<file path="src/rtl/jk_pkg.sv">
// Shared types and JK table helpers for the excitation sequencer.
package jk_pkg;

    typedef enum logic [1:0] {
        IDLE = 2'd0,
        STEP = 2'd1,
        DONE = 2'd2
    } state_t;

    // Excitation table inverse: returns {J, K}; don't-cares resolve to 0 so toggle is never issued.
    function automatic logic [1:0] jk_excite(input logic cur, input logic nxt);
        logic [1:0] jk;
        case ({cur, nxt})
            2'b01:   jk = 2'b10;
            2'b10:   jk = 2'b01;
            default: jk = 2'b00;
        endcase
        return jk;
    endfunction

    function automatic logic jk_next(input logic j, input logic k, input logic q);
        return (j & ~q) | (~k & q);
    endfunction

endpackage

</file>
<file path="src/rtl/jk_cell.sv">
// One JK flip-flop with asynchronous active-high reset to 0.
module jk_cell
    import jk_pkg::*;
(
    input  logic clk,
    input  logic rst,
    input  logic i_j,
    input  logic i_k,
    output logic o_q
);

    logic r_q;

    always_ff @(posedge clk or posedge rst) begin
        if (rst) r_q <= 1'b0;
        else     r_q <= jk_next(i_j, i_k, r_q);
    end

    assign o_q = r_q;

endmodule

</file>
<file path="src/rtl/jk_excite_seq.sv">
// Drives a JK flip-flop bank toward an accepted target, at most MAX_FLIPS bits per step,
// and checks each step against the JK characteristic equation.
module jk_excite_seq
    import jk_pkg::*;
#(
    parameter int W         = 8,
    parameter int MAX_FLIPS = 2
) (
    input  logic         clk,
    input  logic         rst,
    input  logic         tgt_valid,
    output logic         tgt_ready,
    input  logic [W-1:0] tgt_data,
    output logic [W-1:0] j_out,
    output logic [W-1:0] k_out,
    output logic [W-1:0] q,
    output logic [5:0]   step_cnt,
    output logic         done,
    output logic         err
);

    state_t         r_state, w_state_nxt;
    logic [W-1:0]   r_tgt;
    logic [5:0]     r_step_cnt;
    logic           r_err;
    logic [W-1:0]   w_q, w_diff, w_sel, w_j, w_k;
    int             w_cnt;
    logic           w_stepping;

    // Self-check history: the step just applied, compared against the bank one cycle later.
    logic           r_chk;
    logic [W-1:0]   r_pq, r_pj, r_pk, r_psel;
    logic           w_chk_bad;

    genvar gi;
    generate
        for (gi = 0; gi < W; gi++) begin : g_cell
            jk_cell u_cell (
                .clk (clk),
                .rst (rst),
                .i_j (w_j[gi]),
                .i_k (w_k[gi]),
                .o_q (w_q[gi])
            );
        end
    endgenerate

    assign w_diff     = w_q ^ r_tgt;
    assign w_stepping = (r_state == STEP) && (w_diff != '0);

    always_comb begin
        w_sel = '0;
        w_cnt = 0;
        for (int i = 0; i < W; i++) begin
            if (w_diff[i] && (w_cnt < MAX_FLIPS)) begin
                w_sel[i] = 1'b1;
                w_cnt    = w_cnt + 1;
            end
        end
    end

    always_comb begin
        w_j = '0;
        w_k = '0;
        for (int i = 0; i < W; i++) begin
            if ((r_state == STEP) && w_sel[i])
                {w_j[i], w_k[i]} = jk_excite(w_q[i], r_tgt[i]);
        end
    end

    always_comb begin
        w_state_nxt = r_state;
        tgt_ready   = 1'b0;
        case (r_state)
            IDLE: begin
                tgt_ready = 1'b1;
                if (tgt_valid) w_state_nxt = STEP;
            end
            STEP:    if (w_diff == '0) w_state_nxt = DONE;
            DONE:    w_state_nxt = IDLE;
            default: w_state_nxt = IDLE;
        endcase
    end

    always_comb begin
        w_chk_bad = 1'b0;
        for (int i = 0; i < W; i++) begin
            if (w_q[i] != jk_next(r_pj[i], r_pk[i], r_pq[i])) w_chk_bad = 1'b1;
            if (r_psel[i] ? (w_q[i] != r_tgt[i]) : (w_q[i] != r_pq[i])) w_chk_bad = 1'b1;
        end
    end

    always_ff @(posedge clk or posedge rst) begin
        if (rst) begin
            r_state    <= IDLE;
            r_tgt      <= '0;
            r_step_cnt <= '0;
            r_err      <= 1'b0;
            r_chk      <= 1'b0;
            r_pq       <= '0;
            r_pj       <= '0;
            r_pk       <= '0;
            r_psel     <= '0;
        end else begin
            r_state <= w_state_nxt;
            if ((r_state == IDLE) && tgt_valid) begin
                r_tgt      <= tgt_data;
                r_step_cnt <= '0;
            end else if (w_stepping && (r_step_cnt != 6'd63)) begin
                r_step_cnt <= r_step_cnt + 6'd1;
            end
            r_chk  <= w_stepping;
            r_pq   <= w_q;
            r_pj   <= w_j;
            r_pk   <= w_k;
            r_psel <= w_sel;
            if (r_chk && w_chk_bad) r_err <= 1'b1;
        end
    end

    assign j_out    = w_j;
    assign k_out    = w_k;
    assign q        = w_q;
    assign step_cnt = r_step_cnt;
    assign done     = (r_state == DONE);
    assign err      = r_err;

endmodule

</file>
<file path="config.mk">
export PLATFORM = sky130hd
export DESIGN_NAME = jk_excite_seq
export DESIGN_NICKNAME = d
export VERILOG_FILES = /design/src/rtl/jk_pkg.sv /design/src/rtl/jk_cell.sv /design/src/rtl/jk_excite_seq.sv
export SDC_FILE = /design/constraint.sdc
export NUM_CORES = 1
export LEC_CHECK = 0
export ABC_AREA = 1
export CORE_UTILIZATION = 40
export CTS_CLUSTER_SIZE = 40
export DETAILED_ROUTE_END_ITERATION = 10
export PLACE_DENSITY = 0.67
export SLEW_MARGIN = 20
export SYNTH_ARGS = -nofsm -noshare
export SYNTH_HDL_FRONTEND = slang
export SYNTH_SLANG_ARGS = --single-unit
</file>
<file path="constraint.sdc">
create_clock -name clk -period 6.89 [get_ports clk]
set_input_delay 1.378 -clock clk [delete_from_list [all_inputs] [get_ports clk]]
set_output_delay 1.378 -clock clk [all_outputs]
set_load 0.02 [all_outputs]
</file>
==> impl_metrics.env, run 1 <==
export IMPL_multi_input_area_um2=1260
export IMPL_coreArea_um2=7690
export IMPL_cts_root_buf="clkbuf_8"
export IMPL_place_gp_congestion=0.776
export IMPL_netlist_area_leader_share_pct=46.1
export IMPL_synth_area_leaders="dfrtp_1, nand2_1, ha_1, inv_1, buf_4"
export IMPL_ys_seq_area_share_pct=46.1
export IMPL_worst_setup_path_type="reg -> out"
export IMPL_ios=44
export IMPL_gr_total_overflow=0
export IMPL_required_ns=5.51
export IMPL_cts_setup_buffers=0
export IMPL_syn_avg_cell_area_um2=8.25
export IMPL_tritoncts="yes"
export IMPL_num_antenna_cells=0
export IMPL_post_place_cells=503
export IMPL_track_usage_pct=16.3
export IMPL_final_instance_count_excl_fill=519
export IMPL_p_per_area_nw_per_um2=532
export IMPL_p_leak_nw=1.92
export IMPL_syn_nets=412
export IMPL_initial_core_util_pct=41.0
export IMPL_die_area_um2=8240
export IMPL_path_cells="ha_1 -> nand2_1 -> nand2_2 -> nand2_4 -> a21oi_4 -> nand2_4 -> nor2_2 -> ha_1 -> nand2_1 -> nand3_2 -> ha_1 -> o21ai_0 -> nand2_1 -> inv_1 -> nand3_2 -> nor2_1 -> clkdlybuf4s50_1"
export IMPL_finalWirelength_mm=6.02
export IMPL_initialDrtViolationCount=106
export IMPL_setup_viol=0
export IMPL_cts_sinks=58
export IMPL_port_buffers=43
export IMPL_fin_worst_skew_ns=0.00887
export IMPL_nets=442
export IMPL_endpoint_kind="output pin"
export IMPL_cts_repair_resized=0
export IMPL_antenna_found_initial=0
export IMPL_worstMarginPinSlew_ns=0.821
export IMPL_vias=2341
export IMPL_clock_latency_ns=0.35
export IMPL_holdCritPathClass="reg -> reg"
export IMPL_grt_pass1_wl_mm=10.3
export IMPL_rrSetupSlack_ns=3.90
export IMPL_synth_seq_cells=58
export IMPL_finalSetupTns_ns=0
export IMPL_post_route_drc_count=0
export IMPL_die_w_um=90.8
export IMPL_start_kind="register"
export IMPL_cts_htree_levels=3
export IMPL_finalCritPeriodShare_pct=76.2
export IMPL_finalCriticalPeriod_ns=5.25
export IMPL_cts_buffers=9
export IMPL_cap_violations=0
export IMPL_grt_pass1_vias=2274
export IMPL_slew_headroom_pct=45.1
export IMPL_cpPeakStageDelay_ns=0.62
export IMPL_wl_per_cell_um=11.6
export IMPL_ant_nets=0
export IMPL_seq_area_um2=1450
export IMPL_syn_area_um2=3150
export IMPL_syn_to_final_growth_pct=17.9
export IMPL_fp_row_count=32
export IMPL_vias_per_cell=4.51
export IMPL_status="completed"
export IMPL_crit_slowest_cell="clkdlybuf4s50_1"
export IMPL_worstHoldPathCells=0
export IMPL_yosys_warnings=0
export IMPL_rsz0062_at_grt="no"
export IMPL_rr_worst_depth=17
export IMPL_yosys_area_top_type="dfrtp_1"
export IMPL_drtPass1Iterations=5
export IMPL_vdd_ir_drop_max_uv=208
export IMPL_fillers=759
export IMPL_critical_path_arrival_ns=3.87
export IMPL_fmax_ghz=0.190
export IMPL_ctsHoldBuffers=0
export IMPL_finalHoldViolCount=0
export IMPL_critPathMaxFanout=6
export IMPL_clock_tree_buffer_depth=2
export IMPL_clk_pin_slew_ns=0.07
export IMPL_min_to="r_pq[7]"
export IMPL_grt_start_max_net_pins=59
export IMPL_hpwlAfterDp_mm=4.41
export IMPL_synth_distinct_cells=27
export IMPL_layout_drive_gt1_share_pct=10.6
export IMPL_syn_inst=382
export IMPL_final_max_slew_viol_count=0
export IMPL_die_h_um=90.8
## critical path: cells and delay by family (launching register included)
family	cells	cell delay [ns]
AOI/OAI and AO/OA	2	0.32
adders and majority gates	3	0.98
buffers and inverters	2	0.70
DFF	1	0.44
and+or+nand+nor	10	1.06
## cells in the mapped netlist, drive strengths merged
| cell | count |
|---|---|
| a211oi | 1 |
| clkbuf | 1 |
| inv | 65 |
| o21ai | 16 |
| buf | 24 |
| a21oi | 14 |
| xor2 | 5 |
| nand3 | 18 |
| nor2 | 39 |
| clkinv | 1 |
| nand4 | 4 |
| nand2 | 112 |
| nor3b | 4 |
| ha | 19 |
| dfrtp | 58 |
| nor3 | 1 |
## layout by cell type, fill, tap and decap left out
cell             instances
ha_1                    19
buf_4                    1
a21oi_4                  1
nand3_1                 14
o21ai_1                  2
clkbuf_8                12
nor3_1                   1
nor2_2                   5
nor2_4                   2
inv_1                   60
nand3_2                  4
nand2_2                  5
clkinv_2                 3
inv_2                    4
xor2_1                   5
clkbuf_1                 2
nand4_2                  1
nor2_1                  32
o21ai_0                 13
dfrtp_1                 58
inv_4                    1
nand2_4                  3
nand2_1                104
a211oi_2                 1
a21oi_1                 13
nor3b_1                  4
clkdlybuf4s50_1         43
o21ai_2                  1
nand4_1                  3
## how the worst max path moves through the flow
stage | end | start | slack (ns)
2_1_floorplan | j_out[7] | register | 2.78
3_3_place_gp | j_out[7] | register | 2.17
3_5_place_dp | k_out[7] | register | 1.96
4_1_cts | k_out[7] | register | 1.58
5_1_grt | k_out[7] | register | 1.29
6_report | k_out[7] | register | 1.64
## through the flow
stage	hold WS, ns	total power [W]	utilization, %	setup WS (ns)	instance area, µm²
global route	0.476	0.00217	48.3	1.29	3720
finish	0.460	0.00198	48.3	1.64	3720
detailed placement	0.440	0.00170	46.0	1.96	3530
floorplan	0.417	0.00144	-	2.78	3150
global placement	0.439	0.00167	46.0	2.17	3530
CTS	0.459	0.00200	48.3	1.58	3720
## where the power goes
part	switching [W]	internal, W	leakage [nW]	total, W
registers	0.000111	0.000478	0.714	0.000589
logic	0.000691	0.000409	1.11	0.00110
clock network	0.000129	0.000159	0.0965	0.000288
total	0.000932	0.00105	1.92	0.00198
## cell type report
class	instances	share of cell area, %
Tap cell	102	3.43
Timing Repair Buffer	44	11.8
Clock buffer	14	4.65
Sequential cell	58	39.1
Inverter	66	6.77
Clock inverter	2	0.269
Multi-Input combinational cell	233	34.0
## logic make-up after synthesis
| group | synth area share (%) |
|---|---|
| AOI/OAI and AO/OA | 5.64 |
| xor gates and xnor gates | 1.39 |
| adders and majority gates | 7.54 |
| buffers and inverters | 13.8 |
| DFF | 46.0 |
| and+or+nand+nor | 25.6 |
## routing by layer
metal  track usage [%]  wire (µm)  share of wire [%]  vias to the layer above
met3              3.96        237                3.9                       10
met5                 0          0                  0                        -
met1              20.7       2860                 47                     1074
met4              7.66        124                2.1                        0
met2              26.1       2810                 47                       49
li1                  -          -                  -                     1208
(Power assumes the default switching activity.)
==> run 2, diff against run 1 <==
--- a/config.mk
+++ b/config.mk
@@ -9,7 +9,7 @@
 export CORE_UTILIZATION = 40
 export CTS_CLUSTER_SIZE = 40
 export DETAILED_ROUTE_END_ITERATION = 10
-export PLACE_DENSITY = 0.67
+export PLACE_DENSITY = 0.7
 export SLEW_MARGIN = 20
 export SYNTH_ARGS = -nofsm -noshare
 export SYNTH_HDL_FRONTEND = slang
==> constraint.sdc (replaced) <==
create_clock -name clk -period 4.7 [get_ports clk]
set_input_delay 0.94 -clock clk [delete_from_list [all_inputs] [get_ports clk]]
set_output_delay 0.94 -clock clk [all_outputs]
set_load 0.02 [all_outputs]
==> impl_metrics.env, run 2 (synthesis results as in run 1) <==
export IMPL_gr_total_overflow=0
export IMPL_p_per_area_nw_per_um2=783
export IMPL_pwr_share_clk_pct=14.5
export IMPL_swShare_pct=47.2
export IMPL_finalWirelength_mm=6.11
export IMPL_fin_ws_ns=0.381
export IMPL_ctsHoldBuffers=0
export IMPL_fmax_ghz=0.232
export IMPL_comb_power_share_pct=55.7
export IMPL_clk_pin_slew_ns=0.06
export IMPL_hpwlAfterDp_mm=4.52
export IMPL_worstMarginPinSlew_ns=0.819
export IMPL_fp_row_count=32
export IMPL_rsz0062_at_grt="no"
export IMPL_layout_commonest_cell="nand2_1"
export IMPL_worstHoldPathCells=0
export IMPL_grt_pass1_vias=2295
export IMPL_vias=2352
export IMPL_die_w_um=90.8
export IMPL_final_max_slew_viol_count=0
export IMPL_track_usage_pct=16.4
export IMPL_ios=44
export IMPL_endpoint_kind="output pin"
export IMPL_rr_worst_depth=17
export IMPL_fin_worst_skew_ns=0.00766
export IMPL_die_h_um=90.8
export IMPL_finalSetupTns_ns=0
export IMPL_critical_path_arrival_ns=3.38
export IMPL_cap_violations=0
export IMPL_wl_per_cell_um=11.8
export IMPL_initialDrtViolationCount=139
export IMPL_power_total_w=0.00291
export IMPL_port_buffers=43
export IMPL_cts_htree_levels=3
export IMPL_drtPass1Iterations=4
export IMPL_worst_setup_path_type="reg -> out"
export IMPL_utilization_pct=48.3
export IMPL_clock_latency_ns=0.34
export IMPL_ant_nets=0
export IMPL_die_area_um2=8240
export IMPL_holdWs_ns=0.466
export IMPL_cts_buffers=9
export IMPL_seqPwrFrac_pct=29.8
export IMPL_cts_sinks=58
export IMPL_antenna_found_initial=0
export IMPL_finalHoldViolCount=0
export IMPL_coreArea_um2=7690
export IMPL_p_leak_nw=1.92
export IMPL_finalCriticalPeriod_ns=4.32
export IMPL_grt_pass1_wl_mm=10.6
export IMPL_start_kind="register"
export IMPL_clock_tree_buffer_depth=2
export IMPL_vdd_ir_drop_max_uv=364
export IMPL_critPathMaxFanout=6
export IMPL_post_route_drc_count=0
export IMPL_post_place_ws_ns=0.278
export IMPL_cts_root_buf="clkbuf_8"
export IMPL_rrSetupSlack_ns=1.76
export IMPL_fillers=755
export IMPL_finalCritPeriodShare_pct=91.9
export IMPL_holdCritPathClass="reg -> reg"
export IMPL_setup_viol=0
export IMPL_slew_headroom_pct=45.3
export IMPL_grt_start_max_net_pins=31
export IMPL_vias_per_cell=4.53
export IMPL_status="completed"
export IMPL_layout_drive_gt1_share_pct=11.5
export IMPL_nets=442
export IMPL_syn_to_final_growth_pct=17.7
export IMPL_internal_power_w=0.00153
export IMPL_cts_setup_buffers=0
export IMPL_num_antenna_cells=0
export IMPL_tritoncts="yes"
export IMPL_min_to="r_pq[3]"
export IMPL_final_cell_mix="nand2_1, inv_1, dfrtp_1, clkdlybuf4s50_1, nor2_1"
export IMPL_required_ns=3.76
export IMPL_p_switching_w=0.00137
export IMPL_place_gp_congestion=0.735
export IMPL_initial_core_util_pct=41.0
run 2: cell types whose count changed in the layout (fill, tap and decap cells not counted), sizes merged:
cell	change
clkbuf	+2
clkdlybuf4s50	-2
run 2: final cells by class:
cell class	instances	area, µm²	area share [%]
Sequential cell	58	1450	39.1
Multi-Input combinational cell	233	1270	34.2
Timing Repair Buffer	44	428	11.5
Inverter	66	251	6.78
Clock buffer	14	173	4.65
Tap cell	102	128	3.44
Clock inverter	2	10.0	0.270
run 2: worst max path at each step:
stage | from | to | slack, ns | depth (start not counted)
6_report | register | j_out[7] | 0.38 | 17
5_1_grt | register | k_out[7] | 0.07 | 17
4_1_cts | register | j_out[7] | 0.21 | 17
3_5_place_dp | register | k_out[7] | 0.28 | 17
3_3_place_gp | register | j_out[7] | 0.42 | 17
2_1_floorplan | register | j_out[7] | 1.03 | 17
run 2: stage by stage:
step	instance area, µm²	cells
after global placement	3530	503
final	3710	519
after detailed placement	3530	503
after global routing	3710	519
after CTS	3720	519
after floorplan	3150	382
run 2: repair_timing:
| action | in CTS | in global routing |
|---|---|---|
| hold endpoints to repair | 0 | 0 |
| resized for setup | 4 | 4 |
| setup endpoints to repair | 2 | 2 |
run 2: worst max-delay path, cell delays in order (launching register included):
cell      delay, ns
dfrtp_1        0.44
ha_2           0.43
nand2_1        0.09
nand2_2        0.09
nand2_4        0.07
a21oi_4        0.18
nand2_4        0.09
nor2_2         0.13
ha_1           0.24
nand2_1        0.12
nand3_2        0.12
ha_1           0.30
o21ai_0        0.15
nand2_1        0.10
inv_1          0.07
nand3_2        0.10
nor2_1         0.13
clkbuf_2       0.19
run 2: power by group through the flow:
stage | logic [W] | clock network [W] | registers (W)
after floorplan | 0.00125 | 0 | 0.000857
after global placement | 0.00158 | 0 | 0.000865
after detailed placement | 0.00162 | 0 | 0.000872
after CTS | 0.00163 | 0.000431 | 0.000866
after global routing | 0.00183 | 0.000458 | 0.000895
final | 0.00162 | 0.000421 | 0.000867
run 2: metal layers:
layer | share of wire (%) | global-route usage [%]
met5 | 0 | 0
met4 | 1.9 | 8.20
met3 | 4.0 | 4.38
met2 | 47 | 26.0
met1 | 47 | 20.7
